File: config.mk
export PLATFORM = sky130hd
export DESIGN_NAME = harmonic_synth_flat
export DESIGN_NICKNAME = d
export VERILOG_FILES = /design/src/rtl/harmonic_synth_pkg.sv /design/src/rtl/harmonic_synth_if.sv /design/src/rtl/harmonic_synth_sincos_rom.sv /design/src/rtl/harmonic_synth.sv /design/src/flat_wrapper.sv
export SDC_FILE = /design/constraint.sdc
export NUM_CORES = 1
export LEC_CHECK = 0
export BUFFER_PORTS_ARGS = -buffer_cell sky130_fd_sc_hd__buf_2
export CORE_ASPECT_RATIO = 0.6
export CORE_MARGIN = 3
export CORE_UTILIZATION = 35
export CTS_CLUSTER_DIAMETER = 60
export DETAILED_ROUTE_END_ITERATION = 8
export GPL_TIMING_DRIVEN = 1
export HOLD_SLACK_MARGIN = 0.1
export PLACE_DENSITY = 0.59
export SLEW_MARGIN = 30
export SYNTH_ARGS = -nofsm -noshare
export SYNTH_HDL_FRONTEND = slang
export SYNTH_SLANG_ARGS = --single-unit
File: constraint.sdc
create_clock -name clk -period 25.2 [get_ports clk]
set_input_delay 5.04 -clock clk [delete_from_list [all_inputs] [get_ports clk]]
set_output_delay 5.04 -clock clk [all_outputs]
set_load 0.02 [all_outputs]
File: src/rtl/harmonic_synth_pkg.sv
// rtl/harmonic_synth_pkg.sv - shared widths, sweep states and ROM scale for harmonic_synth
package harmonic_synth_pkg;

    localparam int ROM_FS = 32767;

    typedef enum logic [1:0] {
        IDLE,
        ISSUE,
        DRAIN
    } state_t;

    function automatic int prod_width(input int rom_dw, input int coef_w);
        return rom_dw + coef_w + 1;
    endfunction

    function automatic int out_width(input int rom_dw, input int coef_w, input int n_harm);
        return rom_dw + coef_w + 1 + $clog2(n_harm);
    endfunction

endpackage

File: src/rtl/harmonic_synth_if.sv
// rtl/harmonic_synth_if.sv - tick, coefficient and sample handshake bundle for harmonic_synth
interface harmonic_synth_if
    import harmonic_synth_pkg::*;
#(
    parameter int N_HARM  = 16,
    parameter int PHASE_W = 8,
    parameter int ROM_DW  = 16,
    parameter int COEF_W  = 4,
    parameter int OUT_W   = out_width(ROM_DW, COEF_W, N_HARM)
) ();
    logic                       sample_tick;
    logic [PHASE_W-1:0]         freq_step;
    logic                       coef_we;
    logic [$clog2(N_HARM)-1:0]  coef_addr;
    logic signed [COEF_W-1:0]   coef_sin;
    logic signed [COEF_W-1:0]   coef_cos;
    logic                       clr_overrun;
    logic                       busy;
    logic                       out_valid;
    logic signed [OUT_W-1:0]    out;
    logic                       overrun;

    modport master (
        output sample_tick, freq_step, coef_we, coef_addr, coef_sin, coef_cos, clr_overrun,
        input  busy, out_valid, out, overrun
    );

    modport slave (
        input  sample_tick, freq_step, coef_we, coef_addr, coef_sin, coef_cos, clr_overrun,
        output busy, out_valid, out, overrun
    );
endinterface

File: src/rtl/harmonic_synth_sincos_rom.sv
// rtl/harmonic_synth_sincos_rom.sv - registered sine/cosine lookup built from a quarter-wave table
module sincos_rom
    import harmonic_synth_pkg::*;
#(
    parameter int ROM_AW = 8,
    parameter int ROM_DW = 16
) (
    input  logic                     clk,
    input  logic [ROM_AW-1:0]        address,
    output logic signed [ROM_DW-1:0] sine,
    output logic signed [ROM_DW-1:0] cosine
);
    localparam int Q = 2 ** (ROM_AW - 2);

    // Taylor series in Q30 fixed point, rounded; endpoints land exactly on 0 and full scale.
    function automatic logic signed [ROM_DW-1:0] quarter_sin(input int i);
        longint s, half_pi, x, x2, term, sum, v;
        s       = 64'sd1 << 30;
        half_pi = 64'sd1686629713;
        x       = (half_pi * longint'(i)) / longint'(Q);
        x2      = (x * x) / s;
        term    = x;
        sum     = x;
        for (int n = 1; n <= 8; n++) begin
            term = -((term * x2) / s) / longint'((2 * n) * (2 * n + 1));
            sum  = sum + term;
        end
        v = (sum * longint'(ROM_FS) + s / 2) / s;
        if (v > longint'(ROM_FS)) v = longint'(ROM_FS);
        if (v < 0) v = 0;
        return ROM_DW'(v);
    endfunction

    logic signed [ROM_DW-1:0] tbl [0:Q];

    for (genvar i = 0; i <= Q; i++) begin : g_tbl
        localparam logic signed [ROM_DW-1:0] V = quarter_sin(i);
        assign tbl[i] = V;
    end

    function automatic logic signed [ROM_DW-1:0] wave(input logic [ROM_AW-1:0] a);
        logic [ROM_AW-3:0]        idx;
        logic [ROM_AW-2:0]        mir;
        logic signed [ROM_DW-1:0] mag;
        idx = a[ROM_AW-3:0];
        mir = (ROM_AW-1)'(Q) - {1'b0, idx};
        mag = a[ROM_AW-2] ? tbl[mir] : tbl[{1'b0, idx}];
        return a[ROM_AW-1] ? -mag : mag;
    endfunction

    always_ff @(posedge clk) begin
        sine   <= wave(address);
        cosine <= wave(address + ROM_AW'(Q));
    end
endmodule

File: src/rtl/harmonic_synth.sv
// rtl/harmonic_synth.sv - time-multiplexed additive synthesiser, one summed sample per accepted tick
module harmonic_synth
    import harmonic_synth_pkg::*;
#(
    parameter int N_HARM  = 16,
    parameter int PHASE_W = 8,
    parameter int ROM_AW  = 8,
    parameter int ROM_DW  = 16,
    parameter int COEF_W  = 4,
    parameter int OUT_W   = out_width(ROM_DW, COEF_W, N_HARM)
) (
    input logic             clk,
    input logic             reset,
    harmonic_synth_if.slave bus
);
    localparam int AW = $clog2(N_HARM);
    localparam int CW = AW + 1;
    localparam int PW = prod_width(ROM_DW, COEF_W);

    state_t                   state, state_nx;
    logic [CW-1:0]            cnt, cnt_nx;
    logic                     finishing, accept, drop;
    logic [PHASE_W-1:0]       base_phase, snap, hp;
    logic signed [COEF_W-1:0] pend_sin [N_HARM];
    logic signed [COEF_W-1:0] pend_cos [N_HARM];
    logic signed [COEF_W-1:0] pend_sin_nx [N_HARM];
    logic signed [COEF_W-1:0] pend_cos_nx [N_HARM];
    logic signed [COEF_W-1:0] act_sin [N_HARM];
    logic signed [COEF_W-1:0] act_cos [N_HARM];
    logic signed [ROM_DW-1:0] rom_sin, rom_cos;
    logic                     v1, f1, l1, v2, f2, l2, v3;
    logic [AW-1:0]            k1;
    logic signed [PW-1:0]     prod;
    logic signed [OUT_W-1:0]  acc, out_q;
    logic                     out_valid_q, overrun_q;

    // The final drain cycle can take a new tick, so back-to-back sweeps overlap the pipeline tail.
    assign finishing = (state == DRAIN) && (cnt == CW'(2));
    assign accept    = bus.sample_tick && ((state == IDLE) || finishing);
    assign drop      = bus.sample_tick && !accept;

    assign bus.busy      = (state != IDLE);
    assign bus.out_valid = out_valid_q;
    assign bus.out       = out_q;
    assign bus.overrun   = overrun_q;

    always_ff @(posedge clk or posedge reset) begin
        if (reset) begin
            state <= IDLE;
            cnt   <= '0;
        end else begin
            state <= state_nx;
            cnt   <= cnt_nx;
        end
    end

    always_comb begin
        state_nx = state;
        cnt_nx   = cnt;
        case (state)
            IDLE: begin
                if (accept) begin
                    state_nx = ISSUE;
                    cnt_nx   = '0;
                end
            end
            ISSUE: begin
                if (cnt == CW'(N_HARM - 1)) begin
                    state_nx = DRAIN;
                    cnt_nx   = '0;
                end else begin
                    cnt_nx = cnt + 1'b1;
                end
            end
            DRAIN: begin
                if (accept) begin
                    state_nx = ISSUE;
                    cnt_nx   = '0;
                end else if (finishing) begin
                    state_nx = IDLE;
                    cnt_nx   = '0;
                end else begin
                    cnt_nx = cnt + 1'b1;
                end
            end
            default: begin
                state_nx = IDLE;
                cnt_nx   = '0;
            end
        endcase
    end

    always_comb begin
        pend_sin_nx = pend_sin;
        pend_cos_nx = pend_cos;
        if (bus.coef_we && ({1'b0, bus.coef_addr} < CW'(N_HARM))) begin
            pend_sin_nx[bus.coef_addr] = bus.coef_sin;
            pend_cos_nx[bus.coef_addr] = bus.coef_cos;
        end
    end

    always_ff @(posedge clk or posedge reset) begin
        if (reset) begin
            for (int i = 0; i < N_HARM; i++) begin
                pend_sin[i] <= '0;
                pend_cos[i] <= '0;
                act_sin[i]  <= '0;
                act_cos[i]  <= '0;
            end
        end else begin
            pend_sin <= pend_sin_nx;
            pend_cos <= pend_cos_nx;
            if (accept) begin
                act_sin <= pend_sin_nx;
                act_cos <= pend_cos_nx;
            end
        end
    end

    always_ff @(posedge clk or posedge reset) begin
        if (reset) begin
            base_phase <= '0;
            snap       <= '0;
            hp         <= '0;
            overrun_q  <= 1'b0;
        end else begin
            if (accept) begin
                snap       <= base_phase;
                base_phase <= base_phase + bus.freq_step;
                hp         <= base_phase;
            end else if (state == ISSUE) begin
                hp <= hp + snap;
            end
            if (drop) begin
                overrun_q <= 1'b1;
            end else if (bus.clr_overrun) begin
                overrun_q <= 1'b0;
            end
        end
    end

    sincos_rom #(.ROM_AW(ROM_AW), .ROM_DW(ROM_DW)) u_rom (
        .clk     (clk),
        .address (hp[PHASE_W-1 -: ROM_AW]),
        .sine    (rom_sin),
        .cosine  (rom_cos)
    );

    always_ff @(posedge clk or posedge reset) begin
        if (reset) begin
            {v1, f1, l1, v2, f2, l2, v3} <= '0;
            k1          <= '0;
            prod        <= '0;
            acc         <= '0;
            out_q       <= '0;
            out_valid_q <= 1'b0;
        end else begin
            v1 <= (state == ISSUE);
            f1 <= (cnt == '0);
            l1 <= (cnt == CW'(N_HARM - 1));
            k1 <= cnt[AW-1:0];
            v2 <= v1;
            f2 <= f1;
            l2 <= l1;
            if (v1) begin
                prod <= PW'(rom_sin) * PW'(act_sin[k1]) + PW'(rom_cos) * PW'(act_cos[k1]);
            end
            if (v2) begin
                acc <= f2 ? OUT_W'(prod) : acc + OUT_W'(prod);
            end
            v3          <= v2 && l2;
            out_valid_q <= v3;
            if (v3) begin
                out_q <= acc;
            end
        end
    end
endmodule

File: src/flat_wrapper.sv
// flat-port wrapper written by rule: the top's interface ports become plain ports
module harmonic_synth_flat import harmonic_synth_pkg::*;
#(
    parameter int N_HARM  = 16,
    parameter int PHASE_W = 8,
    parameter int ROM_AW  = 8,
    parameter int ROM_DW  = 16,
    parameter int COEF_W  = 4,
    parameter int OUT_W   = out_width(ROM_DW, COEF_W, N_HARM)
)
  (clk, reset, bus_sample_tick, bus_freq_step, bus_coef_we, bus_coef_addr, bus_coef_sin, bus_coef_cos, bus_clr_overrun, bus_busy, bus_out_valid, bus_out, bus_overrun);
  harmonic_synth_if #(.N_HARM(N_HARM), .PHASE_W(PHASE_W), .ROM_DW(ROM_DW), .COEF_W(COEF_W), .OUT_W(OUT_W)) bus_i ();
  input logic clk;
  input logic reset;
  input wire logic [$bits(bus_i.sample_tick)-1:0] bus_sample_tick;
  input wire logic [$bits(bus_i.freq_step)-1:0] bus_freq_step;
  input wire logic [$bits(bus_i.coef_we)-1:0] bus_coef_we;
  input wire logic [$bits(bus_i.coef_addr)-1:0] bus_coef_addr;
  input wire logic [$bits(bus_i.coef_sin)-1:0] bus_coef_sin;
  input wire logic [$bits(bus_i.coef_cos)-1:0] bus_coef_cos;
  input wire logic [$bits(bus_i.clr_overrun)-1:0] bus_clr_overrun;
  output wire logic [$bits(bus_i.busy)-1:0] bus_busy;
  output wire logic [$bits(bus_i.out_valid)-1:0] bus_out_valid;
  output wire logic [$bits(bus_i.out)-1:0] bus_out;
  output wire logic [$bits(bus_i.overrun)-1:0] bus_overrun;
  assign bus_i.sample_tick = bus_sample_tick;
  assign bus_i.freq_step = bus_freq_step;
  assign bus_i.coef_we = bus_coef_we;
  assign bus_i.coef_addr = bus_coef_addr;
  assign bus_i.coef_sin = bus_coef_sin;
  assign bus_i.coef_cos = bus_coef_cos;
  assign bus_i.clr_overrun = bus_clr_overrun;
  assign bus_busy = bus_i.busy;
  assign bus_out_valid = bus_i.out_valid;
  assign bus_out = bus_i.out;
  assign bus_overrun = bus_i.overrun;
  harmonic_synth #(.N_HARM(N_HARM), .PHASE_W(PHASE_W), .ROM_AW(ROM_AW), .ROM_DW(ROM_DW), .COEF_W(COEF_W), .OUT_W(OUT_W)) u_core (.clk(clk), .reset(reset), .bus(bus_i));
endmodule
==> impl_metrics.json, run 1 <==
{
  "period_minus_slack_ps": 7810,
  "setup_slack_ps": 17390,
  "yosys-top-cells-count": "nand2_1 (556), dfrtp_1 (371), mux2_2 (176)",
  "finalSetupViolations": 0,
  "via_count": 19690,
  "drtIter0Drc": 1883,
  "antenna_cells": 0,
  "viasPerCell": 5.248,
  "grt_usage_pct": 17.19,
  "fillCellCount": 7300,
  "finalHoldViolCount": 0,
  "layout-drive-gt1-share_pct": 15.05,
  "grt_overflow_total": 0,
  "cpMaxStageDelayCell": "mux4_2",
  "port_buffers": 52,
  "clk_path_buf_depth": 3,
  "relSlewSlack_pct": 34.21,
  "place_hpwl_mm": 47.55,
  "yosysSeqAreaShare_pct": 37.52,
  "synth-edff-count": 0,
  "pre_cts_ws_ps": 16960,
  "core_area_um2": 74280,
  "netlist.area_leader.share_pct": 35.10,
  "netlist_area_um2": 26450,
  "final_area_um2": 29030,
  "synth_cells": 2756,
  "final_nets": 2996,
  "regArea_um2": 9928,
  "skew_ps": 17.77,
  "slowest_delay_ps": 710,
  "synth_cell_types": 84,
  "ys_warn_count": 0,
  "gp_congestion": 0.9465,
  "antenna_found_initial": 0,
  "synthFlopType": "dfrtp_1",
  "area_delta_synth_final_pct": 9.750,
  "cts-htree-levels": 2,
  "post_dp_cell_area_um2": 27710,
  "hold_ws_ps": 351.8,
  "fmax_ghz": 0.1280,
  "crit_top_cell": "fa_1",
  "clockRootBuffer": "clkbuf_16",
  "synth_largest_area_cell": "dfrtp_1",
  "cts.sinks": 403,
  "multiInputGateArea_um2": 15620,
  "critPathCaptureType": "flop",
  "dieWidth_um": 360.9,
  "drv_cap": 0,
  "drc": 0,
  "drt_first_pass_iters": 7,
  "cts_setup_buffers": 0,
  "initial_core_util_pct": 35.61,
  "grt_max_degree": 120,
  "die_area_um2": 79010,
  "synth_nets": 3016,
  "finalCritPeriodShare_pct": 30.99,
  "crit_required_ps": 25640,
  "synth_seq_cells": 403,
  "cp_max_fo": 32,
  "drv_slew": 0,
  "cts_tree": "yes",
  "num_rows": 77,
  "routed_wl_mm": 68.31,
  "chipHeight_um": 218.9,
  "tightest_slew_ps": 981.0,
  "grt_pass1_wl_mm": 109.0,
  "clkTransAtPathRegs_ps": 80,
  "synth.avg_cell_area_um2": 9.597,
  "numCtsBuffers": 37,
  "synth.area.top_cells": "dfrtp_1 (35%), nand2_1 (7.9%), ha_1 (7.8%)",
  "status": "finished clean",
  "clk_latency_ps": 560,
  "path_class": "reg -> reg",
  "start_kind": "flop",
  "hold_buffers": 0,
  "synth.most_common_cell": "nand2_1",
  "cts_resized": 0,
  "wl_per_cell_um": 18.21,
  "hold_path.class": "reg -> reg",
  "rsz0062_at_grt": "false",
  "postRouteAntennaNets": 0,
  "arrival_ps": 8250,
  "fin_setup_tns_ps": 0,
  "grt_pass1_vias": 18550,
  "async_reset_ff_share_pct": 92.06,
  "io_pins": 53
}
## sequential cells by signal (all words and copies together) (netlist names), 16 cells and up
name                 count
u_core.acc              25
u_core.act_cos          64
u_core.act_sin          64
u_core.bus.out          25
u_core.pend_cos         64
u_core.pend_sin         64
u_core.prod             21
u_core.u_rom.cosine     16
u_core.u_rom.sine       16
## layer usage
layer | vias to the layer above | part of all wire [%] | global-route usage, %
met5 | - | 0 | 0
met4 | 0 | 1.1 | 2.270
met3 | 58 | 7.9 | 4.337
met2 | 534 | 37 | 22.19
met1 | 9600 | 54 | 28.42
li1 | 9495 | - | -
## per-stage QoR
step                      util (%)  cells
after floorplan                  -   2756
after global placement       37.29   3683
after detailed placement     37.31   3683
after CTS                    39.03   3750
after global routing         39.08   3751
final                        39.08   3751
## cell usage in the layout, fill, tap and decap left out, types with 36 or more instances in the layout
cell type,n
buf_2,52
a21o_1,39
fa_1,70
dfrtp_1,368
mux4_2,44
ha_1,165
inv_1,89
mux2_2,176
nand2b_1,36
nor2_1,151
clkbuf_16,41
and2_1,98
o21ai_0,102
a21oi_1,137
xnor2_1,85
nand2_1,556
buf_4,38
## worst max-delay path, delay by kind of cell, from the launching register on
| family | cells | cell delay, ps |
|---|---|---|
| fa+ha+maj | 6 | 2410 |
| simple gates | 5 | 880 |
| xor+xnor | 1 | 110 |
| compound gates | 9 | 1660 |
| mux | 3 | 1590 |
| buf+inv | 3 | 660 |
| flops | 1 | 340 |
## cell type report
type                            count  area share (%)
Inverter                           92           1.216
Clock inverter                     15          0.5000
Tap cell                          987           4.254
Sequential cell                   403           34.20
Clock buffer                       52           3.918
Timing Repair Buffer               94           2.091
Multi-Input combinational cell   2108           53.82
## worst paths after layout
| check | end | start | cells after the start | slack (ps) |
|---|---|---|---|---|
| worst max register to register | u_core.prod[19] | u_core.k1[0] | 27 | 17390 |
| worst min register to register | u_core.l2 | u_core.l1 | 0 | 350 |
| max in group asynchronous | u_core.pend_cos[61] | reset | 6 | 17960 |
| worst min-delay path | u_core.l2 | u_core.l1 | 0 | 350 |
| min in group asynchronous | u_core.acc[22] | reset | 2 | 4450 |
| worst max-delay path | u_core.prod[19] | u_core.k1[0] | 27 | 17390 |
## cells by family (layout without fill, tap and decap cells)
logic type	after synthesis	count (layout)	synth area share (%)
DFF	403	403	37.52
muxes	247	247	12.28
AOI/OAI and AO/OA	484	484	11.91
and+or+nand+nor	1023	1023	17.51
adders and majority gates	235	235	13.10
xor gates and xnor gates	119	119	4.078
buffers and inverters	245	253	3.595
Power of run 1 is left out: the tool's default activity adds up to more than one toggle a clock period on the data nets, which glitch-free logic cannot reach.
==> run 2, diff against run 1 <==
- ABC_AREA: unset -> 1
- clock period: 25.2 -> 7.4 ns (I/O delays scaled with it)
==> run 2 against run 1 <==
  * Via count is 18% higher
  * Non-clock buffer count is 12 lower
  * Clock skew is 9.9 ps higher
  * Flip-flop and latch count stayed put
==> impl_metrics.json, run 2 <==
{
  "status": "finished clean",
  "drc": 0,
  "period_minus_slack_ps": 6809,
  "grt_pass1_vias": 21650,
  "tightest_slew_ps": 985.0,
  "highest_layer": "met4",
  "slowest_delay_ps": 620,
  "synth_seq_cells": 403,
  "setup_slack_ps": 590.5,
  "async_reset_ff_share_pct": 92.06,
  "grt_max_degree": 177,
  "ys_warn_count": 0,
  "synthFlopType": "dfrtp_1",
  "synth_largest_area_cell": "dfrtp_1",
  "port_buffers": 52,
  "finalSetupViolations": 0,
  "via_count": 23140,
  "cts.sinks": 403,
  "chipHeight_um": 220.2,
  "synth_cells": 3534,
  "layout-drive-gt1-share_pct": 6.899,
  "netlist.area_leader.share_pct": 34.69,
  "wl_per_cell_um": 16.80,
  "fillCellCount": 7722,
  "drtIter0Drc": 2270,
  "yosysSeqAreaShare_pct": 37.09,
  "wl_met2_mm": 28.30,
  "met3_wirelength_mm": 5.948,
  "clk_latency_ps": 580,
  "grt_pass1_wl_mm": 123.2,
  "place_hpwl_mm": 55.54,
  "clockRootBuffer": "clkbuf_16",
  "final_nets": 3763,
  "fmax_ghz": 0.1469,
  "yosys-top-cells-count": "nand2_1 (998), dfrtp_1 (371), inv_1 (321)",
  "critPathCaptureType": "flop",
  "synth-edff-count": 0,
  "grt_usage_pct": 19.15,
  "drv_slew": 0,
  "die_area_um2": 79920,
  "netlist_area_um2": 26760,
  "cpMaxStageDelayCell": "dfrtp_4",
  "numCtsBuffers": 42,
  "antenna_cells": 0,
  "path_class": "reg -> reg",
  "io_pins": 53,
  "num_rows": 77,
  "skew_ps": 27.64,
  "routed_wl_mm": 76.02,
  "rsz0062_at_grt": "false",
  "relSlewSlack_pct": 34.34,
  "initial_core_util_pct": 35.84,
  "synth.area.top_cells": "dfrtp_1 (35%), nand2_1 (14%), ha_1 (7.7%)",
  "fin_cells": 4524,
  "dieWidth_um": 363.0,
  "hold_buffers": 0,
  "arrival_ps": 7240,
  "crit_top_cell": "nand3_1",
  "cts-htree-levels": 2,
  "cts_tree": "yes",
  "met1_length_mm": 40.82,
  "drt_first_pass_iters": 6,
  "cp_max_fo": 98,
  "core_area_um2": 74670,
  "final_cell_mix": "nand2_1 (997), dfrtp_1 (368), inv_1 (315)",
  "synth.avg_cell_area_um2": 7.572,
  "antenna_found_initial": 1,
  "synth_cell_types": 56,
  "place_inst": 4442,
  "crit_required_ps": 7830,
  "finalHoldViolCount": 0,
  "fin_setup_tns_ps": 0,
  "post-route-util_pct": 39.32,
  "synth.most_common_cell": "nand2_1",
  "synth_nets": 3794,
  "pre_cts_ws_ps": 375.2,
  "postRouteAntennaNets": 0,
  "finalCritPeriodShare_pct": 92.02,
  "grt_overflow_total": 0,
  "start_kind": "flop",
  "area_delta_synth_final_pct": 9.702,
  "hold_path.class": "reg -> reg",
  "gp_congestion": 0.9408,
  "viasPerCell": 5.114,
  "layout_commonest_cell": "nand2_1",
  "clkTransAtPathRegs_ps": 60,
  "drv_cap": 0,
  "clk_path_buf_depth": 3
}
-- run 2: cell count changes after synthesis, moves of 33 or more --
cell | before | now
nand2_1 | 556 | 998
inv_1 | 90 | 321
o21ai_0 | 102 | 293
nand3_1 | 33 | 215
mux2_2 | 176 | 24
nor2_1 | 154 | 304
a21oi_1 | 137 | 246
and2_1 | 98 | 3
xnor2_1 | 87 | 27
mux4_2 | 44 | 0
nand2b_1 | 36 | 1
nand4_1 | 4 | 37
-- run 2: logic make-up (layout without fill, tap and decap cells) --
| kind of cell | after synthesis | count (layout) | share of synthesized area (%) |
|---|---|---|---|
| AND/OR/NAND/NOR | 1636 | 1636 | 25.42 |
| AO/OA/AOI/OAI | 667 | 667 | 13.57 |
| XOR/XNOR | 77 | 77 | 2.520 |
| adder cells (fa/ha/maj) | 235 | 235 | 12.95 |
| flip-flops | 403 | 403 | 37.09 |
| multiplexers | 24 | 24 | 1.010 |
| buffers and inverters | 492 | 495 | 7.439 |
-- run 2: critical path, delay by kind of cell (launching register included) --
family	cells	cell delay, ps
adders and majority gates	5	2090
AOI/OAI and AO/OA	9	1370
and+or+nand+nor	12	1670
DFF	1	620
buffers and inverters	4	900
-- run 2: path summary, 6_finish.rpt --
check                        startpoint                 end  slack, ps  cells after the start
min in group asynchronous         reset  u_core.act_sin[48]        910                      2
max reg2reg                u_core.k1[0]     u_core.prod[19]        590                     30
max                        u_core.k1[0]     u_core.prod[19]        590                     30
max in group asynchronous         reset   u_core.bus.out[6]       4920                      4
min                           u_core.l1           u_core.l2        350                      0
min reg2reg                   u_core.l1           u_core.l2        350                      0
-- run 2: routing by layer --
layer,GRT usage (%),vias to the layer above
li1,-,11470
met1,31.70,10880
met3,3.760,74
met4,3.256,0
met5,0,-
met2,25.16,709
-- run 2: timing repair --
| item | 4_1_cts | 5_1_grt |
|---|---|---|
| resized for setup | 0 | 9 |
| setup buffers | 0 | 3 |
| setup endpoints to repair | 0 | 4 |
| hold endpoints to repair | 0 | 0 |
-- run 2: final cells by class --
class	count	area, um2	share of cell area (%)
Tap cell	987	1235	4.207
Sequential cell	403	9931	33.83
Clock buffer	63	1262	4.301
Multi-Input combinational cell	2639	14870	50.64
Inverter	335	1297	4.420
Clock inverter	15	206.4	0.7033
Timing Repair Buffer	82	558.0	1.901
-- run 2: metrics by stage --
stage               area (um2)  hold WS, ps
floorplan                26760        331.2
global placement         27800        337.8
detailed placement       27800        334.7
CTS                      29270        348.8
global route             29360        362.5
finish                   29360        347.5
Power of run 2 is left out for the same reason.
==> run 3, diff against run 2 <==
- ABC_CLOCK_PERIOD_IN_PS: unset -> 7400
- CTS_BUF_LIST: unset -> sky130_fd_sc_hd__clkbuf_8
==> run 3 against run 2 <==
  * Utilization down 0.16 points
  * Die area unchanged
  * Count of clock-buffer cells in the layout grew 19
  * Flip-flop and latch count stayed put
  * Clock skew up 12 ps
  * Wire length rose by 0.43%
==> impl_metrics.json, run 3 (same netlist as run 2, synthesis figures left out) <==
{
  "cp_max_fo": 98,
  "critPathCaptureType": "flop",
  "cts.sinks": 403,
  "final_cell_mix": "nand2_1 (997), dfrtp_1 (368), inv_1 (340)",
  "r2r-start": "u_core.k1[0]",
  "final_area_um2": 29230,
  "fmax_ghz": 0.1459,
  "grt_pass1_wl_mm": 123.8,
  "place_hpwl_mm": 55.54,
  "skew_ps": 40.02,
  "cts_setup_buffers": 0,
  "wl_met2_mm": 28.32,
  "met1_length_mm": 41.16,
  "cp-endpoint": "u_core.prod[19]",
  "grt_max_degree": 177,
  "highest_layer": "met4",
  "post_dp_cell_area_um2": 27800,
  "numCtsBuffers": 68,
  "via_count": 23260,
  "relSlewSlack_pct": 35.35,
  "r2r_end": "u_core.prod[19]",
  "path_class": "reg -> reg",
  "slowest_delay_ps": 610,
  "drv_slew": 0,
  "dieWidth_um": 363.0,
  "final_nets": 3786,
  "gp_congestion": 0.9408,
  "routed_wl_mm": 76.35,
  "clk_path_buf_depth": 3,
  "arrival_ps": 7390,
  "clk_latency_ps": 710,
  "hold_path.class": "reg -> reg",
  "antenna_found_initial": 3,
  "drt_first_pass_iters": 8,
  "crit_required_ps": 7940,
  "clockRootBuffer": "clkbuf_8",
  "r2r_cells": 29,
  "drv_cap": 0,
  "cts-htree-levels": 3,
  "postRouteAntennaNets": 0,
  "met3_wirelength_mm": 5.851,
  "start_kind": "flop",
  "startpoint": "u_core.k1[0]",
  "num_rows": 77,
  "io_pins": 53,
  "initial_core_util_pct": 35.84,
  "drc": 0,
  "period_minus_slack_ps": 6852,
  "clkTransAtPathRegs_ps": 60,
  "port_buffers": 52,
  "wl_per_cell_um": 16.71,
  "fillCellCount": 7790,
  "die_area_um2": 79920,
  "chipHeight_um": 220.2,
  "tightest_slew_ps": 969.8,
  "finalCritPeriodShare_pct": 92.60,
  "status": "finished clean",
  "grt_overflow_total": 0,
  "layout_commonest_cell": "nand2_1",
  "cpMaxStageDelayCell": "dfrtp_4",
  "cts_tree": "yes",
  "drtIter0Drc": 2411,
  "rrSetupSlack_ps": 550,
  "area_delta_synth_final_pct": 9.244,
  "hold_ws_ps": 347.7,
  "viasPerCell": 5.091,
  "finalHoldViolCount": 0,
  "min_from": "u_core.l1",
  "grt_pass1_vias": 21790,
  "layout-drive-gt1-share_pct": 7.572,
  "grt_usage_pct": 19.39,
  "finalSetupViolations": 0,
  "core_area_um2": 74670
}
==> run 3: routing by layer <==
metal,GRT usage (%),vias up
met5,0,-
met4,3.989,0
met3,3.946,77
met2,25.16,777
met1,31.98,10870
li1,-,11530
==> run 3: layout make-up <==
cell class                      instances  area [um2]  share of cell area [%]
Inverter                              335        1297                   4.438
Tap cell                              987        1235                   4.224
Multi-Input combinational cell       2639       14870                   50.85
Clock buffer                           82        1129                   3.861
Antenna cell                            2       5.005                 0.01712
Timing Repair Buffer                   79       535.5                   1.832
Clock inverter                         41       235.2                  0.8047
Sequential cell                       403        9931                   33.97
==> run 3: what timing repair did <==
| item | in CTS | in global routing |
|---|---|---|
| setup endpoints to repair | 0 | 4 |
| resized for setup | 0 | 9 |
| hold buffers | 0 | 0 |
==> run 3: worst max-delay path, delay by kind of cell (launching register included) <==
kind            cells  cell delay [ps]
buf+inv             4              800
fa+ha+maj           5             2050
simple gates       10             1580
flops               1              610
compound gates     10             1600
==> run 3: metrics by stage <==
step                instances  TNS (ps)  utilization [%]  setup slack (ps)
global placement         4442         0            37.23             516.5
global route             4568    -7.780            39.15            -7.780
detailed placement       4442         0            37.23             375.2
CTS                      4565         0            39.06             346.7
finish                   4568         0            39.15             547.9
floorplan                3534         0                -             939.9
==> run 3: how the worst min path moves through the flow <==
stage | cells after the start | to
2_1_floorplan | 0 | u_core.f2
3_3_place_gp | 0 | u_core.l2
3_5_place_dp | 0 | u_core.l2
4_1_cts | 0 | u_core.l2
5_1_grt | 0 | u_core.l2
6_report | 0 | u_core.l2
Power of run 3 is left out for the same reason.
